**src/rtl/tcp_rx_notify_handler_pkg.sv**
```systemverilog
// lynxTypes: shared TCP notify/read types, receive FSM states and network bus constants
package lynxTypes;
  localparam int AXI_NET_BITS   = 512;
  localparam int BYTES_PER_BEAT = AXI_NET_BITS / 8;
  typedef struct packed {
    logic [15:0] sid;
    logic [15:0] len;
    logic [31:0] ip;
    logic [15:0] port;
    logic        closed;
  } tcp_notify_t;
  typedef struct packed {
    logic [15:0] sid;
    logic [15:0] len;
  } tcp_rd_pkg_t;
  typedef struct packed {
    logic [15:0] sid;
  } tcp_rx_meta_t;
  typedef enum logic [2:0] {IDLE, RD_REQ, META, DESC, DATA} rx_state_t;
endpackage

```
**src/rtl/tcp_rx_notify_handler_stats.sv**
```systemverilog
// tcp_rx_stats: wrapping 32-bit counters of completed transfers, forwarded beats and dropped notifies
// Ports: aclk/areset (async active-high), i_xfer/i_beat/i_drop event pulses, stat_* counter outputs.
module tcp_rx_stats (
  input  logic        aclk,
  input  logic        areset,
  input  logic        i_xfer,
  input  logic        i_beat,
  input  logic        i_drop,
  output logic [31:0] stat_xfers,
  output logic [31:0] stat_beats,
  output logic [31:0] stat_drops
);
  logic [31:0] r_xfers, r_beats, r_drops;
  always_ff @(posedge aclk or posedge areset) begin
    if (areset) begin
      r_xfers <= '0;
      r_beats <= '0;
      r_drops <= '0;
    end else begin
      r_xfers <= r_xfers + 32'(i_xfer);
      r_beats <= r_beats + 32'(i_beat);
      r_drops <= r_drops + 32'(i_drop);
    end
  end
  assign stat_xfers = r_xfers;
  assign stat_beats = r_beats;
  assign stat_drops = r_drops;
endmodule

```
**src/rtl/tcp_rx_notify_handler.sv**
```systemverilog
// tcp_rx_notify_handler: turns TCP rx notifies into one read request, descriptor and counted payload burst at a time
// Ports: aclk/areset (async active-high); s_tcp_notify_* in; m_tcp_rd_pkg_* read request out;
// s_tcp_rx_meta_* returned sid in; s_axis_tcp_rx_* payload in; m_axis_rx_u_* payload out;
// m_rx_req_u_* descriptor out; sid_err sticky mismatch flag.
// Optional: define TCP_RX_STATS_EN to add stat_xfers/stat_beats/stat_drops counters.
module tcp_rx_notify_handler
  import lynxTypes::*;
#(
  parameter int N_BEAT_BITS = 11
) (
  input  logic                      aclk,
  input  logic                      areset,
  input  logic                      s_tcp_notify_valid,
  output logic                      s_tcp_notify_ready,
  input  logic [15:0]               s_tcp_notify_sid,
  input  logic [15:0]               s_tcp_notify_len,
  input  logic [31:0]               s_tcp_notify_ip,
  input  logic [15:0]               s_tcp_notify_port,
  input  logic                      s_tcp_notify_closed,
  output logic                      m_tcp_rd_pkg_valid,
  input  logic                      m_tcp_rd_pkg_ready,
  output logic [15:0]               m_tcp_rd_pkg_sid,
  output logic [15:0]               m_tcp_rd_pkg_len,
  input  logic                      s_tcp_rx_meta_valid,
  output logic                      s_tcp_rx_meta_ready,
  input  logic [15:0]               s_tcp_rx_meta_sid,
  input  logic                      s_axis_tcp_rx_tvalid,
  output logic                      s_axis_tcp_rx_tready,
  input  logic [AXI_NET_BITS-1:0]   s_axis_tcp_rx_tdata,
  input  logic [AXI_NET_BITS/8-1:0] s_axis_tcp_rx_tkeep,
  input  logic                      s_axis_tcp_rx_tlast,
  output logic                      m_axis_rx_u_tvalid,
  input  logic                      m_axis_rx_u_tready,
  output logic [AXI_NET_BITS-1:0]   m_axis_rx_u_tdata,
  output logic [AXI_NET_BITS/8-1:0] m_axis_rx_u_tkeep,
  output logic                      m_axis_rx_u_tlast,
  output logic                      m_rx_req_u_valid,
  input  logic                      m_rx_req_u_ready,
  output logic [15:0]               m_rx_req_u_sid,
  output logic [15:0]               m_rx_req_u_len,
  output logic                      sid_err
`ifdef TCP_RX_STATS_EN
  ,
  output logic [31:0]               stat_xfers,
  output logic [31:0]               stat_beats,
  output logic [31:0]               stat_drops
`endif
);
  rx_state_t              r_state, w_next;
  tcp_rd_pkg_t            r_req;
  logic [N_BEAT_BITS-1:0] r_left;
  logic                   r_sid_err;
  logic [16:0]            w_sum;
  logic                   w_ntf_hs, w_accept, w_meta_hs, w_data, w_beat, w_last;
  logic                   w_unused;
  // ip/port are not needed to drain a session, and the burst length comes from len, not input tlast
  assign w_unused = ^{s_tcp_notify_ip, s_tcp_notify_port, s_axis_tcp_rx_tlast};
  assign w_sum     = {1'b0, s_tcp_notify_len} + 17'(BYTES_PER_BEAT - 1);
  assign w_ntf_hs  = s_tcp_notify_valid & s_tcp_notify_ready;
  assign w_accept  = w_ntf_hs & ~s_tcp_notify_closed & |s_tcp_notify_len;
  assign w_meta_hs = s_tcp_rx_meta_valid & s_tcp_rx_meta_ready;
  assign w_data    = r_state == DATA;
  assign w_beat    = m_axis_rx_u_tvalid & m_axis_rx_u_tready;
  assign w_last    = r_left == N_BEAT_BITS'(1);
  assign s_tcp_notify_ready  = (r_state == IDLE) & ~areset;
  assign m_tcp_rd_pkg_valid  = r_state == RD_REQ;
  assign s_tcp_rx_meta_ready = r_state == META;
  assign m_rx_req_u_valid    = r_state == DESC;
  assign {m_tcp_rd_pkg_sid, m_tcp_rd_pkg_len} = r_req;
  assign {m_rx_req_u_sid, m_rx_req_u_len}     = r_req;
  // payload path is a pure pass-through gated by the DATA state
  assign s_axis_tcp_rx_tready = w_data & m_axis_rx_u_tready;
  assign m_axis_rx_u_tvalid   = w_data & s_axis_tcp_rx_tvalid;
  assign m_axis_rx_u_tdata    = s_axis_tcp_rx_tdata;
  assign m_axis_rx_u_tkeep    = s_axis_tcp_rx_tkeep;
  assign m_axis_rx_u_tlast    = m_axis_rx_u_tvalid & w_last;
  assign sid_err              = r_sid_err;
  always_comb begin
    w_next = r_state;
    case (r_state)
      IDLE:    w_next = w_accept ? RD_REQ : IDLE;
      RD_REQ:  w_next = m_tcp_rd_pkg_ready ? META : RD_REQ;
      META:    w_next = s_tcp_rx_meta_valid ? DESC : META;
      DESC:    w_next = m_rx_req_u_ready ? DATA : DESC;
      DATA:    w_next = (w_beat & w_last) ? IDLE : DATA;
      default: w_next = IDLE;
    endcase
  end
  always_ff @(posedge aclk or posedge areset) begin
    if (areset) begin
      r_state   <= IDLE;
      r_req     <= '0;
      r_left    <= '0;
      r_sid_err <= 1'b0;
    end else begin
      r_state <= w_next;
      if (w_accept) begin
        r_req  <= '{sid: s_tcp_notify_sid, len: s_tcp_notify_len};
        r_left <= N_BEAT_BITS'(w_sum >> $clog2(BYTES_PER_BEAT));
      end else if (w_beat) r_left <= r_left - N_BEAT_BITS'(1);
      if (w_meta_hs && s_tcp_rx_meta_sid != r_req.sid) r_sid_err <= 1'b1;
    end
  end
`ifdef TCP_RX_STATS_EN
  logic w_drop;
  assign w_drop = w_ntf_hs & ~w_accept;
  tcp_rx_stats u_stats (
    .aclk       (aclk),
    .areset     (areset),
    .i_xfer     (w_beat & w_last),
    .i_beat     (w_beat),
    .i_drop     (w_drop),
    .stat_xfers (stat_xfers),
    .stat_beats (stat_beats),
    .stat_drops (stat_drops)
  );
`endif
endmodule

```
**config.mk**
```make
export PLATFORM = sky130hd
export DESIGN_NAME = tcp_rx_notify_handler
export DESIGN_NICKNAME = d
export VERILOG_FILES = /design/src/rtl/tcp_rx_notify_handler_pkg.sv /design/src/rtl/tcp_rx_notify_handler_stats.sv /design/src/rtl/tcp_rx_notify_handler.sv
export SDC_FILE = /design/constraint.sdc
export NUM_CORES = 1
export LEC_CHECK = 0
export BUFFER_PORTS_ARGS = -buffer_cell sky130_fd_sc_hd__buf_2
export CORE_AREA = 2 2 515 517
export DETAILED_ROUTE_END_ITERATION = 7
export DIE_AREA = 0 0 517 519
export PLACE_DENSITY = 0.3
export SYNTH_ARGS = -nofsm -noshare
export SYNTH_HDL_FRONTEND = slang
export SYNTH_SLANG_ARGS = --single-unit
export TNS_END_PERCENT = 20
```
**constraint.sdc**
```tcl
create_clock -name aclk -period 1.8 [get_ports aclk]
set_clock_uncertainty 0.15 [all_clocks]
set_input_delay 0 -clock aclk [delete_from_list [all_inputs] [get_ports aclk]]
set_output_delay 0 -clock aclk [all_outputs]
set_load 0.01 [all_outputs]
```
After elaboration in Yosys (flattened, before gate mapping)
Index checks and enable logic that the tools add are counted.

word-level totals
  flip-flop bits (word level) = 47
  input bits = 682
  output and inout port bits = 648
  logic and storage cells = 37

cells by class
  $add $sub $neg = 2
  eq/ne operators = 6
  multiplexer cells = 8
  bitwise operators = 12
  reductions and logical operators = 4

operators with widths
  operator                                                                 number
  11-bit 2-to-1 mux                                                        2
  16-bit by 6-bit adder with 17-bit output (second input constant)         1
  16-bit inequality test                                                   1
  16-bit OR reduction                                                      1
  3-bit one-hot mux with 5 select lines                                    1
  11-bit by 1-bit equality test with 1-bit output (second input constant)  1
  11-bit by 1-bit subtractor with 11-bit output (second input constant)    1
  1-bit bitwise AND                                                        10
  3-bit by 2-bit equality test with 1-bit output (second input constant)   2
  3-bit 2-to-1 mux                                                         2
  3-bit by 1-bit equality test with 1-bit output (second input constant)   1
  3-bit equality test (second input constant)                              1
  3-bit logical NOT                                                        1
  1-bit 2-to-1 mux                                                         2
  2-bit 2-to-1 mux                                                         1
  1-bit NOT                                                                2
  2-bit nonzero test                                                       1
  1-bit logical AND                                                        1

Logic depth before layout (Yosys ltp)
  depth in word-level cells = 7
  depth in mapped cells = 7
  depth with buffers taken out = 7

Worst setup path after synthesis
No wires, ideal clock.

  kind = register -> register
  start = reg r_state[0]
  end = reg r_req (netlist bit m_rx_req_u_len[15])
  library setup time = 0.127 ns
  arrival time = 1.548 ns
  data required time = 1.523 ns
  path slack = -0.025 ns
  cell stages (with the launch flop) = 5
  buffers on the path = 1
  clock period less this slack = 1.825 ns
  cells stage by stage = dfrtp_1 -> nor4_4 -> o2111ai_4 -> buf_6 -> mux2_1

between the ends
  word-level cells in the longest chain between the ends = 5

RTL lines
  item                             line                         source
  start, declared                  tcp_rx_notify_handler.sv:49  rx_state_t r_state, w_next;
  start signal, assigned           tcp_rx_notify_handler.sv:96  r_state <= w_next;
  3-bit logical NOT                tcp_rx_notify_handler.sv:65  assign s_tcp_notify_ready = (r_state == IDLE) & ~areset;
  1-bit bitwise AND                tcp_rx_notify_handler.sv:65
  net s_tcp_notify_ready           tcp_rx_notify_handler.sv:14  output logic s_tcp_notify_ready,
  1-bit bitwise AND                tcp_rx_notify_handler.sv:59  assign w_ntf_hs = s_tcp_notify_valid & s_tcp_notify_ready;
  1-bit bitwise AND (2 in series)  tcp_rx_notify_handler.sv:60  assign w_accept = w_ntf_hs & ~s_tcp_notify_closed & |s_tcp_notify_len;
  end signal, assigned             tcp_rx_notify_handler.sv:98  r_req <= '{sid: s_tcp_notify_sid, len: s_tcp_notify_len};
  end, declared                    tcp_rx_notify_handler.sv:50  tcp_rd_pkg_t r_req;

The timed path passes the listed nets, and every way through them passes these cells.
A chain may end at the register's enable or synchronous reset.

Final worst setup path
  start = reg r_state[0]
  end = reg r_req (netlist bit m_rx_req_u_len[2])

between the ends
  word-level cells in the longest chain between the ends = 5

RTL lines
  item                             line
  3-bit logical NOT                tcp_rx_notify_handler.sv:65
  1-bit bitwise AND                tcp_rx_notify_handler.sv:65
  1-bit bitwise AND                tcp_rx_notify_handler.sv:59
  1-bit bitwise AND (2 in series)  tcp_rx_notify_handler.sv:60

No other way between the ends.

==> impl_metrics.toml <==
[placement]
io_buffers = 128
hpwlAfterDp_um = 163000
place.gp.congestion = 0.817

[drt]
wirelength_um = 170000
drtIter0Drc = 423
drtPass1Iterations = 4
postRouteAntennaNets = 0
met2_length_um = 71500
vias_per_cell = 1.74
wl_per_cell_um = 36.1
vias = 8163
routed-wl-met3_um = 28800
route.detailed.drc = 0
wirelength_met1_um = 63400
routed.top_layer = "met5"

[timing]
fmax_mhz = 529
worst_slew_pin_slew_ns = 0.613
hold_viol_final = 42
timing.final.ws_setup_ns = -0.0900
final_max_slew_viol_count = 0
min_period_ns = 1.89
maxSlewHeadroom_pct = 59.0
rsz0062_at_grt = "yes"
final.setup.tns_ns = -1.15
whs_ns = -0.0657
setup_viol = 30
fin_crit_sh_pct = 105

[layout]
final_util_pct = 5.64
fin_nets = 1697
drive_gt1_share_pct = 24.7
area_growth_pct = 110

[synth]
postSynth.asyncResetShare_pct = 100
synthFlopType = "dfrtp_1"
synth-seq-cells = 47
synth_area_leader_cell = "buf_4"
synth_cells = 822
synthTopCellsByArea = "buf_4 65%, dfrtp_1 17%, mux2_2 4.6%"
synth_edf_count = 0
synthesis.area_sq_um = 7060
synth_top_area_share_pct = 64.8
yosysSeqAreaShare_pct = 16.7
synthDistinctLibCells = 40
yosys_warnings = 0
syn_nets = 1506
syn_area_per_cell_sq_um = 8.59

[grt]
antenna_found_initial = 391
grt_pass1_wl_um = 184000
grt_usage_pct = 12.0
globalRouteOverflowTotal = 0
grt_max_degree = 48
grt_pass1_vias = 6633

[clocking]
cts_buffers = 5
insertion_delay_ns = 0.32
htreeDepth = 2
cts_tree = "yes"
clkSinkCount = 47
clkSlewWorstSetupHoldPaths_ns = 0.08
cts_buffer_depth = 2
root_buffer = "clkbuf_16"

[floorplan]
dieHeight_um = 519
boundaryPins = 1330
core.rowCount = 189
die_area_sq_um = 268000
die_x_um = 517
start_util_pct = 2.68
core_area_sq_um = 263000

[setup_path]
crit_start = "r_state[0]$_DFF_PP0_"
endpoint_kind = "register"
crit_required_ns = 1.86
critPathMaxFanout = 14
worstSetupPathType = "reg -> reg"
start_kind = "register"
r2r-start = "r_state[0]$_DFF_PP0_"
worstPathArrival_ns = 1.95

[flow_run]
max_cap_violations = 0

[pwr]
max-vdd-ir-drop_mv = 0.908
p_leak_nw = 4.58
power_density_nw_per_um2 = 639
p_total_mw = 9.48

[min_path]
hold_path_class = "in -> async"

[status]
violations = "negative hold slack, negative setup slack"
outcome = "finished with violations"
layout by cell type, fill, tap and decap left out, types with 2 or more instances in the layout:
cell / Yosys / routed
dlygate4sd3_1: 0 / 617
diode_2: 0 / 154
buf_2: 1 / 127
dfrtp_1: 47 / 45
buf_4: 609 / 42
mux2_2: 29 / 29
xnor2_1: 26 / 26
nand2_1: 21 / 14
clkbuf_16: 0 / 9
nor2_1: 12 / 8
xor2_1: 8 / 8
nand2_2: 0 / 7
inv_1: 7 / 6
nand4_1: 6 / 6
mux2i_1: 6 / 6
buf_12: 0 / 4
nor2_2: 0 / 3
nor4_1: 4 / 3
o21ai_1: 0 / 3
nand3_1: 4 / 3
o21ai_2: 0 / 3
nor4_4: 1 / 2
mux2_4: 0 / 2
nor3b_1: 2 / 2
and3_1: 2 / 2
a31oi_1: 2 / 2
ha_1: 2 / 2
dlymetal6s4s_1: 0 / 2
dfrtp_2: 0 / 2
registers in the layout, summed over array words and instances, names as in the netlist:
register        flops
m_rx_req_u_len     16
m_rx_req_u_sid     16
r_left             11
r_state             3
sid_err             1
metal layers:
| layer | GRT usage (%) | up-vias |
|---|---|---|
| met5 | 0.631 | - |
| met4 | 1.53 | 242 |
| met3 | 8.62 | 630 |
| met2 | 18.5 | 1431 |
| met1 | 13.7 | 3309 |
| li1 | - | 2551 |
cell usage after synthesis, types with 2 or more instances:
library cell,instances
buf_6,4
nand2_1,21
xnor2_1,26
a31oi_1,2
a21oi_1,2
nor4_1,4
nor3b_1,2
o21ai_0,7
mux2_2,29
mux2_1,2
nand3_1,4
ha_1,2
mux2i_1,6
xor2_1,8
dfrtp_1,47
buf_4,609
nand4_1,6
and3_1,2
inv_1,7
nor2_1,12
worst max-delay path, stage by stage, from the launching register on:
cell and delay [ns]:
dfrtp_2 0.43, nor4_4 0.24, buf_4 0.17, o2111ai_4 0.20
clkbuf_16 0.27, mux2_4 0.30
layout make-up:
type	instances	area, sq um
antenna	154	385
inverter	7	26.3
tap	3533	4420
multi-input combinational	154	1340
fill	31100	249000
sequential	47	1180
clock inverter	3	22.5
timing repair buffer	798	7360
clock buffer	5	125
cell families (layout without fill, tap and decap cells):
group / Yosys count / after routing / share of synthesized area (%)
buffers and inverters: 621 / 813 / 65.9
XOR/XNOR: 34 / 34 / 4.22
flip-flops: 47 / 47 / 16.7
other: 0 / 154 / 0
AO/OA/AOI/OAI: 16 / 16 / 1.65
adder cells (fa/ha/maj): 2 / 2 / 0.354
AND/OR/NAND/NOR: 65 / 65 / 5.46
multiplexers: 37 / 37 / 5.80
through the flow:
step | setup WS (ns) | std cells | instance area [sq um]
2_1_floorplan | -0.00862 | 822 | 7060
3_3_place_gp | -0.164 | 3914 | 7890
3_5_place_dp | -0.167 | 3914 | 7890
4_1_cts | -0.177 | 4543 | 14300
5_1_grt | -0.172 | 4628 | 14700
6_report | -0.0900 | 4701 | 14900
worst paths after layout:
path	to	slack, ns	depth (start not counted)
min reg2reg	sid_err$_DFFE_PP0P_	0.33	1
max reg2reg	m_rx_req_u_len[2]$_DFFE_PP0N_	-0.09	5
min	r_state[2]$_DFF_PP0_	-0.07	4
max in group asynchronous	m_rx_req_u_len[3]$_DFFE_PP0N_	1.26	4
max	m_rx_req_u_len[2]$_DFFE_PP0N_	-0.09	5
min in group aclk	sid_err$_DFFE_PP0P_	0	5
power by group:
part | total [mW] | internal (mW) | switching (mW)
clock network | 1.05 | 0.523 | 0.524
logic | 6.29 | 2.52 | 3.77
registers | 2.15 | 1.56 | 0.588
what timing repair did:
action,4_1_cts,5_1_grt
hold endpoints to repair,663,0
pin swaps,3,4
buffers inserted,2,0
endpoints found under the setup margin,21,45
cloned,0,4
hold buffers,619,0
gates resized for setup,10,28
No activity file was read; power rests on OpenSTA's default activity.
